===== src/rtl/core_dispatcher.sv =====
// Instruction issuer for the HDC core: buffers packed 16-bit ops from a 32-bit stream,
// drives run/get_v/get_d/exec, and reports completion with a done pulse.
module core_dispatcher #(
   parameter int unsigned DEPTH   = 8,
   parameter int unsigned TIMEOUT = 64
) (
   input  logic        clk,
   input  logic        rst,
   input  logic        start,
   input  logic        s_valid,
   input  logic [31:0] s_data,
   input  logic        s_last,
   output logic        s_ready,
   input  logic        core_last,
   output logic        run,
   output logic        get_v,
   output logic [15:0] get_d,
   output logic        exec,
   output logic        busy,
   output logic        done,
   output logic        err
);

   localparam int unsigned AW = $clog2(DEPTH);
   localparam int unsigned PW = AW + 1;
   localparam int unsigned TW = $clog2(TIMEOUT + 1);

   typedef enum logic [1:0] {
      ST_IDLE,
      ST_RUN,
      ST_WAIT,
      ST_DONE
   } state_t;

   state_t          state_q, state_d;
   logic [15:0]     mem_q [DEPTH];
   logic [15:0]     mem_d [DEPTH];
   logic [PW-1:0]   wr_q, wr_d, rd_q, rd_d;
   logic [TW-1:0]   tcnt_q, tcnt_d;
   logic            run_q, run_d;
   logic            get_v_q, get_v_d;
   logic [15:0]     get_d_q, get_d_d;
   logic            exec_q, exec_d;
   logic            done_q, done_d;
   logic            err_q, err_d;
   logic            stream_end_q, stream_end_d;
   logic            drop_q, drop_d;

   logic [PW-1:0]   wr_p1, count;
   logic            empty, can_push2, accept;
   logic [15:0]     head;

   always_comb begin
      wr_p1     = wr_q + PW'(1);
      count     = wr_q - rd_q;
      empty     = (wr_q == rd_q);
      can_push2 = (count <= PW'(DEPTH - 2));
      head      = mem_q[rd_q[AW-1:0]];
      // While dropping the tail of an aborted stream, words are taken and discarded.
      s_ready   = (state_q != ST_IDLE) &
                  (drop_q | ((state_q == ST_RUN) & ~stream_end_q & can_push2));
      accept    = s_valid & s_ready;
   end

   always_comb begin
      state_d      = state_q;
      mem_d        = mem_q;
      wr_d         = wr_q;
      rd_d         = rd_q;
      tcnt_d       = tcnt_q;
      run_d        = run_q;
      get_v_d      = 1'b0;
      get_d_d      = '0;
      exec_d       = get_v_q;
      done_d       = 1'b0;
      err_d        = err_q;
      stream_end_d = stream_end_q;
      drop_d       = drop_q;

      if (accept && !drop_q) begin
         mem_d[wr_q[AW-1:0]]  = s_data[15:0];
         mem_d[wr_p1[AW-1:0]] = s_data[31:16];
         wr_d                 = wr_q + PW'(2);
         if (s_last) stream_end_d = 1'b1;
      end
      if (accept && drop_q && s_last) drop_d = 1'b0;

      unique case (state_q)
         ST_IDLE: begin
            if (start) begin
               state_d      = ST_RUN;
               run_d        = 1'b1;
               err_d        = 1'b0;
               wr_d         = '0;
               rd_d         = '0;
               tcnt_d       = '0;
               stream_end_d = 1'b0;
               drop_d       = 1'b0;
            end
         end
         ST_RUN: begin
            if (!empty) begin
               get_v_d = 1'b1;
               get_d_d = head;
               rd_d    = rd_q + PW'(1);
               if (head[15:10] == 6'b000001) begin
                  // Flush includes anything pushed this same cycle.
                  rd_d    = wr_d;
                  drop_d  = ~stream_end_d;
                  tcnt_d  = '0;
                  state_d = ST_WAIT;
               end
            end else if (stream_end_q) begin
               get_v_d = 1'b1;
               get_d_d = 16'h0400;
               err_d   = 1'b1;
               tcnt_d  = '0;
               state_d = ST_WAIT;
            end
         end
         ST_WAIT: begin
            if (core_last) begin
               state_d = ST_DONE;
               done_d  = 1'b1;
               run_d   = 1'b0;
            end else if (tcnt_q == TW'(TIMEOUT)) begin
               state_d = ST_DONE;
               done_d  = 1'b1;
               run_d   = 1'b0;
               err_d   = 1'b1;
            end else begin
               tcnt_d = tcnt_q + TW'(1);
            end
         end
         ST_DONE: state_d = ST_IDLE;
         default: state_d = ST_IDLE;
      endcase
   end

   always_ff @(posedge clk or posedge rst) begin
      if (rst) begin
         state_q      <= ST_IDLE;
         mem_q        <= '{default: '0};
         wr_q         <= '0;
         rd_q         <= '0;
         tcnt_q       <= '0;
         run_q        <= 1'b0;
         get_v_q      <= 1'b0;
         get_d_q      <= '0;
         exec_q       <= 1'b0;
         done_q       <= 1'b0;
         err_q        <= 1'b0;
         stream_end_q <= 1'b0;
         drop_q       <= 1'b0;
      end else begin
         state_q      <= state_d;
         mem_q        <= mem_d;
         wr_q         <= wr_d;
         rd_q         <= rd_d;
         tcnt_q       <= tcnt_d;
         run_q        <= run_d;
         get_v_q      <= get_v_d;
         get_d_q      <= get_d_d;
         exec_q       <= exec_d;
         done_q       <= done_d;
         err_q        <= err_d;
         stream_end_q <= stream_end_d;
         drop_q       <= drop_d;
      end
   end

   assign run   = run_q;
   assign get_v = get_v_q;
   assign get_d = get_d_q;
   assign exec  = exec_q;
   assign busy  = (state_q != ST_IDLE);
   assign done  = done_q;
   assign err   = err_q;

endmodule

===== config.mk =====
export PLATFORM = sky130hd
export DESIGN_NAME = core_dispatcher
export DESIGN_NICKNAME = d
export VERILOG_FILES = /design/src/rtl/core_dispatcher.sv
export SDC_FILE = /design/constraint.sdc
export NUM_CORES = 1
export LEC_CHECK = 0
export BUFFER_PORTS_ARGS = -buffer_cell sky130_fd_sc_hd__buf_2
export CORE_MARGIN = 2
export CORE_UTILIZATION = 40
export CTS_BUF_LIST = sky130_fd_sc_hd__clkbuf_16
export DETAILED_ROUTE_END_ITERATION = 6
export GPL_ROUTABILITY_DRIVEN = 0
export SLEW_MARGIN = 30
export SYNTH_ARGS = -nofsm -noshare
export SYNTH_HDL_FRONTEND = slang
export SYNTH_SLANG_ARGS = --single-unit

===== constraint.sdc =====
create_clock -name clk -period 10.12 [get_ports clk]
set_input_delay 1.518 -clock clk [delete_from_list [all_inputs] [get_ports clk]]
set_output_delay 1.518 -clock clk [all_outputs]
set_load 0.01 [all_outputs]

==> reports/results.tsv <==
metric	value	unit
Synth Area in Compound Gates	7.31	%
Worst Max-Slew Pin Slew	0.935	ns
Buf+Inv Stages, Crit Path	3	
postcts setup bufs	0	
vias per inst	5.29	
Multi-input gate area	3480	sq um
post-synthesis adder-cell area fraction	3.42	%
Port Buffers	60	
Area Overhead vs Synth	13.7	%
unrepaired setup endpoints after global routing	false	
wire length of the first global-routing pass	29.6	mm
n_diodes	0	
final worst slack	5.78	ns
Die Area	20900	sq um
final count of hold timing violations	0	
critical path arrival	2.82	ns
CTS clk-pin slew, worst paths	0.07	ns
I/O pin cnt	61	
Total Power	2.42	mW
Post-DP HPWL	11.5	mm
Hold Path Class	reg -> reg	
CP Data Required Time	8.60	ns
post-CTS sizing	0	
sequential area share after synthesis	52.9	%
combinational group share of total power	34.6	%
syn_nets	726	
relative slew slack	37.5	%
Overflow after GRT	0	
slowest stage delay, CP	0.46	ns
part of the cycle the worst path needs	42.9	%
switch share	34.4	%
Peak supply drop	0.000115	V
multiplexer area fraction after synthesis	22.4	%
critical-path cell list	buf_4 > inv_1 > ha_1 > xnor2_1 > a211oi_1 > o21ai_0 > a21oi_1 > buf_2	
asr flop ratio synth	100	%
Cells after DPL	959	
Psw	833	uW
ys flop type	dfrtp_1	
Final nets	772	
Initial DRT Pass Iterations	4	
Worst Setup Path Type	reg -> out	
CP top delay family	buffers and inverters	
CP startpoint kind	flop	
DRC	0	
outcome	finished clean	
part of the power in registers	39.9	%
clk_skew	0.00866	ns
Final Setup Violations	0	
Core ar.	19400	sq um
crit path time final	4.34	ns
Clock Tree Buf Depth	2	
number of synthesized register bits	167	
Post-Synth Simple-Gate Area	10.2	%
total CTS buffers	17	
initial antenna violation count	0	
Die Ht	145	microns
root buffer cell	clkbuf_16	
Leak Pwr	4.17	nW
Mean Syn Cell Area	11.8	sq um
site row count	51	
largest family of logic cells by synthesized area	multiplexers	
die width	145	microns
total negative slack	0	ns
Ys Warns	0	
vias	5242	
xor/xnor share of the synthesized area	0.665	%
Post-synth EDFFs	0	
Wirelength per Cell	17.9	microns
design area	8990	sq um
post-layout util	46.3	%
Max Slew Vio Count	0	
fmax	231	MHz
layout cells sized above 1	30.3	%
clock share of power	25.6	%
post-synth cell types	55	
Final Non-Filler Cells	991	
Fillers	1805	
Post-Route WL	17.8	mm
P_int	1.59	mW
pre-CTS setup slack	6.19	ns
Storage cell area	4180	sq um
master of the slowest instance on the critical path	ha_1	
post-route ant nets	0	
worst-path maximum fanout	24	
TritonCTS Sinks	167	
Skew-Pair Late Insertion Delay	0.43	ns
Initial Utilization	40.7	%
cell count after synthesis	667	
synthesized area	7900	sq um
CTS Hold Buffers Added	0	
placed cell area	8420	sq um
CTS H-Tree Depth	4	
Worst setup EP type	primary output	
largest net degree at the start of global routing	85	
DRT iter0 DRCs	265	
CTS tree	built	
vias in the first global route	5664	
max_cap viols	0	
hold_ws	0.374	ns
GRT Overall Usage	18.7	%
power per cell area	269	nW/um^2
sequential cells by signal, indices dropped and copies added (netlist names):
register      count
tcnt_q            7
stream_end_q      1
mem_q           128
err               1
state_q           2
run               1
get_d            16
get_v             1
wr_q              3
drop_q            1
rd_q              4
done              1
exec              1
layer usage:
layer | vias up | track usage, % | wire (microns)
li1 | 2443 | - | -
met1 | 2672 | 24.0 | 7690
met2 | 112 | 31.9 | 9070
met3 | 15 | 3.84 | 802
met4 | 0 | 5.47 | 223
met5 | - | 0 | 0
cells by family (layout without fill, tap and decap cells):
group	count (synthesis)	count (layout)
simple gates	190	190
flops	167	167
mux	125	125
compound gates	100	100
buf+inv	58	117
fa+ha+maj	21	21
xor+xnor	6	6
synthesized netlist by cell type, types with 2 or more instances:
master	number	area, sq um
nand3_1	17	85.1
clkbuf_1	27	101
o21ai_0	57	285
mux2i_1	9	90.1
mux2_2	81	912
a21oi_1	20	100
inv_1	16	60.1
o31ai_1	2	15.0
buf_1	2	7.51
o211ai_1	2	15.0
xor2_1	2	17.5
buf_2	10	50.1
o311ai_1	2	17.5
o21ai_1	3	15.0
xnor2_1	4	35.0
a32oi_1	2	17.5
nand2_1	135	507
and3_1	3	18.8
ha_1	20	250
mux4_2	31	698
nor2_1	16	60.1
dfrtp_1	167	4180
nor2b_1	4	25.0
mux2_4	2	30.0
nor4_1	2	12.5
a21boi_0	2	15.0
power groups by stage:
stage	Sequential (mW)	Clock (mW)	Combinational, mW
finish	0.965	0.619	0.837
floorplan	0.958	0	0.635
CTS	0.965	0.634	0.848
global route	0.990	0.668	0.927
global placement	0.961	0	0.811
detailed placement	0.977	0	0.844
path summary, 6_finish.rpt:
check | startpoint | endpoint | slack [ns] | depth (start not counted)
min in group asynchronous | rst | mem_q[109]$_DFFE_PP0P_ | 1.24 | 2
hold reg to reg | get_v$_DFF_PP0_ | exec$_DFF_PP0_ | 0.37 | 0
setup reg to reg | rd_q[2]$_DFFE_PP0P_ | mem_q[24]$_DFFE_PP0P_ | 6.34 | 9
hold / removal | get_v$_DFF_PP0_ | exec$_DFF_PP0_ | 0.37 | 0
max in group asynchronous | rst | rd_q[0]$_DFFE_PP0P_ | 7.61 | 3
setup / recovery | rd_q[2]$_DFFE_PP0P_ | s_ready | 5.78 | 8
worst register-to-register path: stages (launching register included):
cell	delay, ns
dfrtp_1	0.32
buf_4	0.34
inv_1	0.34
ha_1	0.46
xnor2_1	0.16
a211oi_1	0.28
o2111a_1	0.48
nand2_1	0.52
buf_4	0.43
mux2_2	0.33
cell type report:
class | instances | share of cell area [%]
clock inverter | 15 | 1.56
clock buffer | 17 | 4.73
inverter | 17 | 0.766
multi-input combinational | 442 | 38.7
tap | 265 | 3.69
sequential | 167 | 46.5
timing repair buffer | 68 | 4.05
cell usage in the layout, fill, tap and decap left out, types with 2 or more instances in the layout:
cell,synthesis,routed
dfrtp_1,167,166
nand2_1,135,134
mux2_2,81,81
buf_2,10,60
o21ai_0,57,57
mux4_2,31,31
a21oi_1,20,20
ha_1,20,20
nand3_1,17,17
clkbuf_16,0,17
nor2_1,16,16
inv_1,16,15
mux2i_1,9,9
buf_4,0,7
inv_6,0,5
xnor2_1,4,4
nor2b_1,4,4
and3_1,3,3
o21ai_1,3,3
inv_8,0,3
xor2_1,2,2
nand2_2,1,2
a21boi_0,2,2
mux2_4,2,2
nor4_1,2,2
o211ai_1,2,2
o311ai_1,2,2
a32oi_1,2,2
o31ai_1,2,2
clkinv_4,0,2
clkinv_8,0,2
clkinv_2,0,2
No activity file was read; power rests on OpenSTA's default activity.
